==> src/rtl/huff_bit_packer.sv <==
// huff_bit_packer: packs variable-length Huffman codes (0..10 bits, MSB first)
// into bytes through a 17-bit left-aligned accumulator, with a flush that
// pads the final partial byte with zeros.
//
// Optional build macro: HUFF_PACK_BYTE_COUNT_EN
//   defined   -> byte_count counts every output byte (wraps at 16 bits)
//   undefined -> byte_count is tied to 0 and no counter register exists
//
// state | meaning
// ------+---------------------------------------------------------------
// PACK  | accept symbols while fewer than 8 bits are buffered, emit full bytes
// FLUSH | no input; drain full bytes, then one zero-padded byte, then pulse
//       | flush_done and return to PACK
module huff_bit_packer (
  input  logic        clk,
  input  logic        reset,
  input  logic [9:0]  code_in,
  input  logic [3:0]  len_in,
  input  logic        in_valid,
  output logic        in_ready,
  input  logic        flush,
  output logic [7:0]  out_byte,
  output logic        out_valid,
  input  logic        out_ready,
  output logic        flush_done,
  output logic [4:0]  fill_level,
  output logic [15:0] byte_count
);

  typedef enum logic {PACK = 1'b0, FLUSH = 1'b1} state_t;

  state_t      state;
  logic [16:0] acc;
  logic [4:0]  fill;

  logic        in_xfer;
  logic        out_xfer;
  logic [3:0]  len_eff;
  logic [16:0] len_mask;
  logic [16:0] code_field;
  logic [4:0]  append_shamt;
  logic [16:0] acc_appended;

  // Handshake signals decode directly from the registered state and fill, so
  // in_ready and out_valid can never be high together (fill <= 7 vs >= 8).
  assign in_ready   = (state == PACK) && (fill <= 5'd7);
  assign out_valid  = (state == PACK) ? (fill >= 5'd8) : (fill != 5'd0);
  assign flush_done = (state == FLUSH) && (fill == 5'd0);
  assign out_byte   = acc[16:9];
  assign fill_level = fill;

  assign in_xfer  = in_valid && in_ready;
  assign out_xfer = out_valid && out_ready;

  // Clamp the length, isolate the valid code bits and place them directly
  // below the bits already buffered. Only used when fill <= 7, so the shift
  // amount 17 - fill - len never goes negative.
  always_comb begin
    len_eff      = (len_in > 4'd10) ? 4'd10 : len_in;
    len_mask     = (17'd1 << len_eff) - 17'd1;
    code_field   = {7'd0, code_in} & len_mask;
    append_shamt = 5'd17 - fill - {1'b0, len_eff};
    acc_appended = acc | (code_field << append_shamt);
  end

  // Main FSM: accumulator, fill level and PACK/FLUSH sequencing.
  always_ff @(posedge clk or posedge reset) begin
    if (reset) begin
      state <= PACK;
      acc   <= '0;
      fill  <= '0;
    end else begin
      case (state)
        PACK: begin
          if (in_xfer) begin
            acc  <= acc_appended;
            fill <= fill + {1'b0, len_eff};
          end else if (out_xfer) begin
            acc  <= {acc[8:0], 8'd0};
            fill <= fill - 5'd8;
          end
          if (flush) begin
            state <= FLUSH;
          end
        end
        FLUSH: begin
          if (fill == 5'd0) begin
            state <= PACK;
          end else if (out_xfer) begin
            if (fill >= 5'd8) begin
              acc  <= {acc[8:0], 8'd0};
              fill <= fill - 5'd8;
            end else begin
              // Partial byte already zero-padded: bits below fill are always 0.
              acc  <= '0;
              fill <= '0;
            end
          end
        end
        default: begin
          state <= PACK;
        end
      endcase
    end
  end

`ifdef HUFF_PACK_BYTE_COUNT_EN
  logic [15:0] byte_cnt_q;

  // Count every byte handed downstream, padded flush bytes included.
  always_ff @(posedge clk or posedge reset) begin
    if (reset) begin
      byte_cnt_q <= '0;
    end else if (out_xfer) begin
      byte_cnt_q <= byte_cnt_q + 16'd1;
    end
  end

  assign byte_count = byte_cnt_q;
`else
  assign byte_count = 16'd0;
`endif

endmodule

==> config.mk <==
export PLATFORM = sky130hd
export DESIGN_NAME = huff_bit_packer
export DESIGN_NICKNAME = d
export VERILOG_FILES = /design/src/rtl/huff_bit_packer.sv
export SDC_FILE = /design/constraint.sdc
export NUM_CORES = 1
export LEC_CHECK = 0
export ABC_AREA = 0
export CAP_MARGIN = 20
export CORE_UTILIZATION = 60
export DETAILED_ROUTE_END_ITERATION = 6
export DONT_BUFFER_PORTS = 1
export GPL_TIMING_DRIVEN = 0
export PLACE_DENSITY = 0.85
export RECOVER_POWER = 50
export SLEW_MARGIN = 20
export SYNTH_ARGS = -nofsm -noshare
export SYNTH_HDL_FRONTEND = slang
export SYNTH_SLANG_ARGS = --single-unit
==> constraint.sdc <==
create_clock -name clk -period 6.7 [get_ports clk]
set_input_delay 1.34 -clock clk [delete_from_list [all_inputs] [get_ports clk]]
set_output_delay 1.34 -clock clk [all_outputs]
set_load 0.01 [all_outputs]
# [After elaboration in Yosys (flattened, before gate mapping)]
# Cells that the tools add are included.
[classes] reduce_logical=7 n_mux=17 n_lt_le_gt_ge=3 addsub=5 eq_ne=3 shifts=2 bitwise=3
[op_table] op="two-way mux 17 bit" count=5
[op_table] op="case mux 17 bit (2 select lines)" count=1
[op_table] op="two-way mux 5 bit" count=5
[op_table] op="AND 10 x 17 -> 17 bit" count=1
[op_table] op="bitwise OR 17 bit" count=1
[op_table] op="left shift 1 x 4 -> 17 bit, first input constant" count=1
[op_table] op="left shift 17 x 5 -> 17 bit" count=1
[op_table] op="subtractor 17 x 1 -> 17 bit, second input constant" count=1
[op_table] op="case mux 5 bit (2 select lines)" count=1
[op_table] op="adder 5 x 4 -> 5 bit" count=1
[op_table] op=">= comparator 5 x 4 -> 1 bit, second input constant" count=1
[op_table] op="<= comparator 5 x 3 -> 1 bit, second input constant" count=1
[op_table] op="logical NOT 5 bit" count=1
[op_table] op="nonzero test 5 bit" count=1
[op_table] op="subtractor 5 x 4 -> 5 bit" count=1
[op_table] op="subtractor 5 x 4 -> 5 bit, second input constant" count=1
[op_table] op="subtractor 5 bit, first input constant" count=1
[op_table] op="greater-than comparator 4 bit, second input constant" count=1
[op_table] op="logical AND 1 bit" count=4
[op_table] op="two-way mux 4 bit" count=1
[op_table] op="two-way mux 1 bit" count=3
[op_table] op="!= test 3 bit, second input constant" count=1
[op_table] op="AND reduction 3 bit" count=1
[op_table] op="!= test 2 x 1 -> 1 bit, second input constant" count=1
[op_table] op="other kinds (3)" count=3
[word_totals] register_bits=23 inputBits=19 elab_cells=43

# [Longest topological paths before layout]
[depth] ltp_word=9 depth_mapped=14

# [Least setup slack after synthesis]
# No wires, ideal clock.
[synth_timing] kind="input-to-reg" from="input len_in[1]" to="register acc[16]" path_slack_ns=2.622 setup_time_ns=0.140 arrival_ns=3.938 path_stages=13 path_buffers=2 path_cell_list="buf_2 a21o_1 ha_1 inv_1 ha_1 fa_1 clkbuf_1 inv_1 o2111a_1 nor4_2 a211oi_2 a2111oi_1 o221ai_1"
[synth_between] elab_chain_cells=9 word_cells_on_any_way=10 classes_between="add/sub (2); order compare (1); shift (2); mux (3); bitwise (2)"
[synth_rtl] item="from (decl)" line_no="18" source="input logic [3:0] len_in,"
[synth_rtl] item="greater-than comparator 4 bit" line_no="59" source="len_eff = (len_in > 4'd10) ? 4'd10 : len_in;"
[synth_rtl] item="two-way mux 4 bit *" line_no="59"
[synth_rtl] item="left shift 1 x 4 -> 17 bit" line_no="60" source="len_mask = (17'd1 << len_eff) - 17'd1;"
[synth_rtl] item="subtractor 17 x 1 -> 17 bit" line_no="60"
[synth_rtl] item="AND 10 x 17 -> 17 bit" line_no="61" source="code_field = {7'd0, code_in} & len_mask;"
[synth_rtl] item="left shift 17 x 5 -> 17 bit *" line_no="63" source="acc_appended = acc | (code_field << append_shamt);"
[synth_rtl] item="bitwise OR 17 bit *" line_no="63"
[synth_rtl] item="two-way mux 17 bit *" line_no="75" source="if (in_xfer) begin"
[synth_rtl] item="case mux 17 bit (2 select lines) *" line_no="73" source="case (state)"
[synth_rtl] item="to (signal assigned)" line_no="76" source="acc <= acc_appended;"
[synth_rtl] item="to (signal assigned)" line_no="79" source="acc <= {acc[8:0], 8'd0};"
[synth_rtl] item="to (signal assigned)" line_no="91" source="acc <= {acc[8:0], 8'd0};"
[synth_rtl] item="to (decl)" line_no="33" source="logic [16:0] acc;"
# Mark *: on every way between the ends. The rest lies on a longest branch, timed or not.
# A chain may end at the register's enable or synchronous reset.

# [Worst setup path in the final report]
# Ends and elaborated chain as after synthesis.

==> flow_summary.yaml <==
timing:
  fmax_ghz: 0.2257
  drv_slew: 0
  rsz0062_at_grt: "no"
  finalSetupViolations: 0
  hold_violations: 0
  finalCritPeriodShare_pct: 66.13
  min_period_ps: 4431
  finalSetupTns_ps: 0
  worst_pin_slew_ps: 874.6
  relSlewSlack_pct: 41.63
  skew_ps: 2.717
clock_network:
  cts.repair.resized: 0
  cts_buffers: 3
  post_cts_buffers: 0
  cts_sinks: 23
  cts.path.max_buffers: 2
  cts_tree: "done"
  htree_levels: 1
  hold_buffers: 0
  clock-root-buffer: "clkbuf_8"
  cts.clk_slew.worst_paths_ps: 90
  clk_latency_ps: 270
floorplanning:
  io_pins: 51
  coreArea_um2: 4144
  rows: 23
  start_util_pct: 64.73
  die-area_um2: 4742
  die_w_um: 68.87
  die_h_um: 68.87
worst_hold_path:
  hp-class: "flip-flop to flip-flop"
  worst_hold_path.endpoint: "acc[1]$_DFFE_PP0P_"
  hold_start: "acc[1]$_DFFE_PP0P_"
  holdPathStages: 2
critical_path:
  rrSetupSlack_ps: 3120
  r2r_end: "acc[16]$_DFFE_PP0P_"
  required_ps: 6830
  worst_setup_path_end_kind: "flip-flop"
  cp-start-kind: "primary input"
  max_stage_delay_ps: 520
  cp_cell_sequence: "buf_2 > nor2_1 > o21a_1 > ha_1 > inv_1 > ha_1 > fa_1 > clkbuf_1 > inv_1 > o2111a_1 > nor4_2 > a211oi_2 > a2111oi_1 > o221ai_1"
  path_buf_inv: 4
  crit_slowest_cell: "a2111oi_1"
  arrival_ps: 4560
  critPathKind: "primary input to flip-flop"
  rr_startpoint: "fill_level[2]$_DFFE_PP0P_"
  crit_family: "compound AO/OA/AOI/OAI gates"
  r2r_cells: 10
  cp_max_fo: 10
layout:
  antenna_cells: 0
  nNetsFinal: 390
  fillers: 369
  final_layout_size_suffix_gt1_share_pct: 13.52
  syn_to_final_growth_pct: 5.597
grt:
  overflow: 0
  grt_pass1_wl_um: 11080
  track_usage_pct: 31.22
  grt_antenna_before_repair: 0
  grt_max_degree: 24
  grt_pass1_vias: 2404
pwr:
  power_mw: 1.484
  powerDensity_nw_per_um2: 523.8
  leakage_nw: 1.255
  ir_drop_mv: 0.3152
placed_design:
  gp_congestion: 0.9813
  port-buffer-count: 0
  dpl.hpwl_um: 5190
drt:
  vias: 2646
  wl_met1_um: 2871
  met2_length_um: 3143
  top_layer_used: "met4"
  drc_errors: 0
  drt-total-wl_um: 6751
  antenna_left: 0
  route.met3.wl_um: 561
  via_per_inst: 6.533
  wl_per_cell_um: 16.67
  dr.pass1.iters: 5
  drt_iter0_drc: 206
flow_run:
  cap_violations: 0
logic_synthesis:
  synth-simple-area-share_pct: 21.32
  synth_area_per_cell_um2: 7.984
  synthAdderAreaFrac_pct: 7.836
  synth_top_flop_cell: "dfrtp_1"
  yosysWarnings: 0
  synth_top_family_by_area: "compound AO/OA/AOI/OAI gates"
  syn-cell-area_um2: 2683
  synthCells: 336
  synth_compound_area_share_pct: 30.13
  synth_cell_type_count: 71
  seq_area_frac_synth_pct: 21.46
  synth_seq_cells: 23
  async_reset_ff_share_pct: 100.0
  synth_edf_count: 0
  synthMuxAreaShare_pct: 3.032
  synth-xor-area-share_pct: 2.565
outcome:
  status: "completed"
[cells in the mapped netlist (4+ instances only)]
cell type / number / area share [%]
buf_2: 5 / 0.93
nor2_1: 32 / 4.5
nand2b_1: 5 / 1.2
xor2_1: 4 / 1.3
nor3_1: 5 / 0.93
a22oi_1: 4 / 1.1
a211oi_1: 6 / 1.7
o21ai_1: 6 / 1.1
o21ai_0: 7 / 1.3
dfrtp_1: 23 / 21
o211ai_1: 10 / 2.8
a31oi_1: 16 / 3.7
mux2i_1: 7 / 2.6
ha_1: 12 / 5.6
inv_1: 23 / 3.2
nand3_1: 11 / 2.1
nand2_1: 26 / 3.6
a21oi_1: 15 / 2.8
buf_4: 26 / 7.3
o311ai_1: 4 / 1.3
clkbuf_1: 10 / 1.4
a21o_1: 5 / 1.4
[kinds of logic (layout without fill, tap and decap cells)]
kind of cell / after synthesis / in the layout
simple gates: 109 / 109
mux: 8 / 8
compound gates: 106 / 106
other cells: 1 / 16
buf+inv: 67 / 71
xor+xnor: 7 / 7
flops: 23 / 23
fa+ha+maj: 15 / 15
[cell usage in the layout (no fill, tap or decap), types with 10 or more instances in the layout]
| cell type | synthesis | layout |
|---|---|---|
| clkbuf_1 | 10 | 13 |
| buf_4 | 26 | 23 |
| ha_1 | 12 | 12 |
| dfrtp_1 | 23 | 23 |
| nor2_1 | 32 | 32 |
| inv_1 | 23 | 23 |
| conb_1 | 1 | 16 |
| nand2_1 | 26 | 26 |
| o211ai_1 | 10 | 10 |
| a21oi_1 | 15 | 15 |
| a31oi_1 | 16 | 16 |
| nand3_1 | 11 | 11 |
[how the worst max path moves through the flow]
stage / endpoint / startpoint / slack [ps] / cells after the start
2_1_floorplan: acc[16]$_DFFE_PP0P_ / len_in[1] / 2620 / 13
3_3_place_gp: acc[16]$_DFFE_PP0P_ / len_in[2] / 2150 / 14
3_5_place_dp: acc[16]$_DFFE_PP0P_ / len_in[1] / 2160 / 14
4_1_cts: acc[16]$_DFFE_PP0P_ / len_in[1] / 2430 / 14
5_1_grt: acc[16]$_DFFE_PP0P_ / len_in[1] / 2020 / 14
6_report: acc[16]$_DFFE_PP0P_ / len_in[1] / 2270 / 14
[layer usage]
| layer | track usage, % | up-vias |
|---|---|---|
| li1 | - | 1238 |
| met1 | 40.28 | 1248 |
| met2 | 50.73 | 141 |
| met3 | 5.428 | 19 |
| met4 | 13.78 | 0 |
| met5 | 0 | - |
[power breakdown]
| group | switching (mW) | internal [mW] |
|---|---|---|
| combinational | 0.738 | 0.390 |
| clock | 0.0471 | 0.0416 |
| sequential | 0.0694 | 0.197 |
| total | 0.855 | 0.629 |
[per-stage QoR]
step / area (µm²) / hold slack, ps / util, % / setup slack (ps) / instances
5_1_grt: 2833 / 547.6 / 68.36 / 2015 / 405
2_1_floorplan: 2739 / 454.4 / - / 2622 / 351
6_report: 2833 / 504.9 / 68.36 / 2269 / 405
4_1_cts: 2848 / 503.9 / 68.72 / 2429 / 405
3_5_place_dp: 2801 / 482.0 / 67.60 / 2163 / 401
3_3_place_gp: 2801 / 480.4 / 67.60 / 2148 / 401
[flip-flops by register name (all words and copies together) (netlist names)]
register    cells
acc            17
fill_level      5
state           1
[final cells by class]
cell class | count | area [µm²] | share of cell area [%]
well taps | 50 | 62.56 | 2.208
clock inverters | 1 | 5.005 | 0.1767
multi-input cells | 261 | 1797 | 63.43
plain buffers | 43 | 261.5 | 9.231
clock buffers | 3 | 41.29 | 1.458
flip-flops and latches | 23 | 575.6 | 20.32
inverters | 24 | 90.09 | 3.180
[worst reg2reg max path, stage by stage, from the launching register on]
cell and delay, ps:
dfrtp_1 540, inv_1 140, ha_1 410, fa_1 550, clkbuf_1 360, inv_1 200, o2111a_1 200, nor4_2 240
a211oi_2 100, a2111oi_1 520, o221ai_1 180
Power figures use the tool's default switching activity.
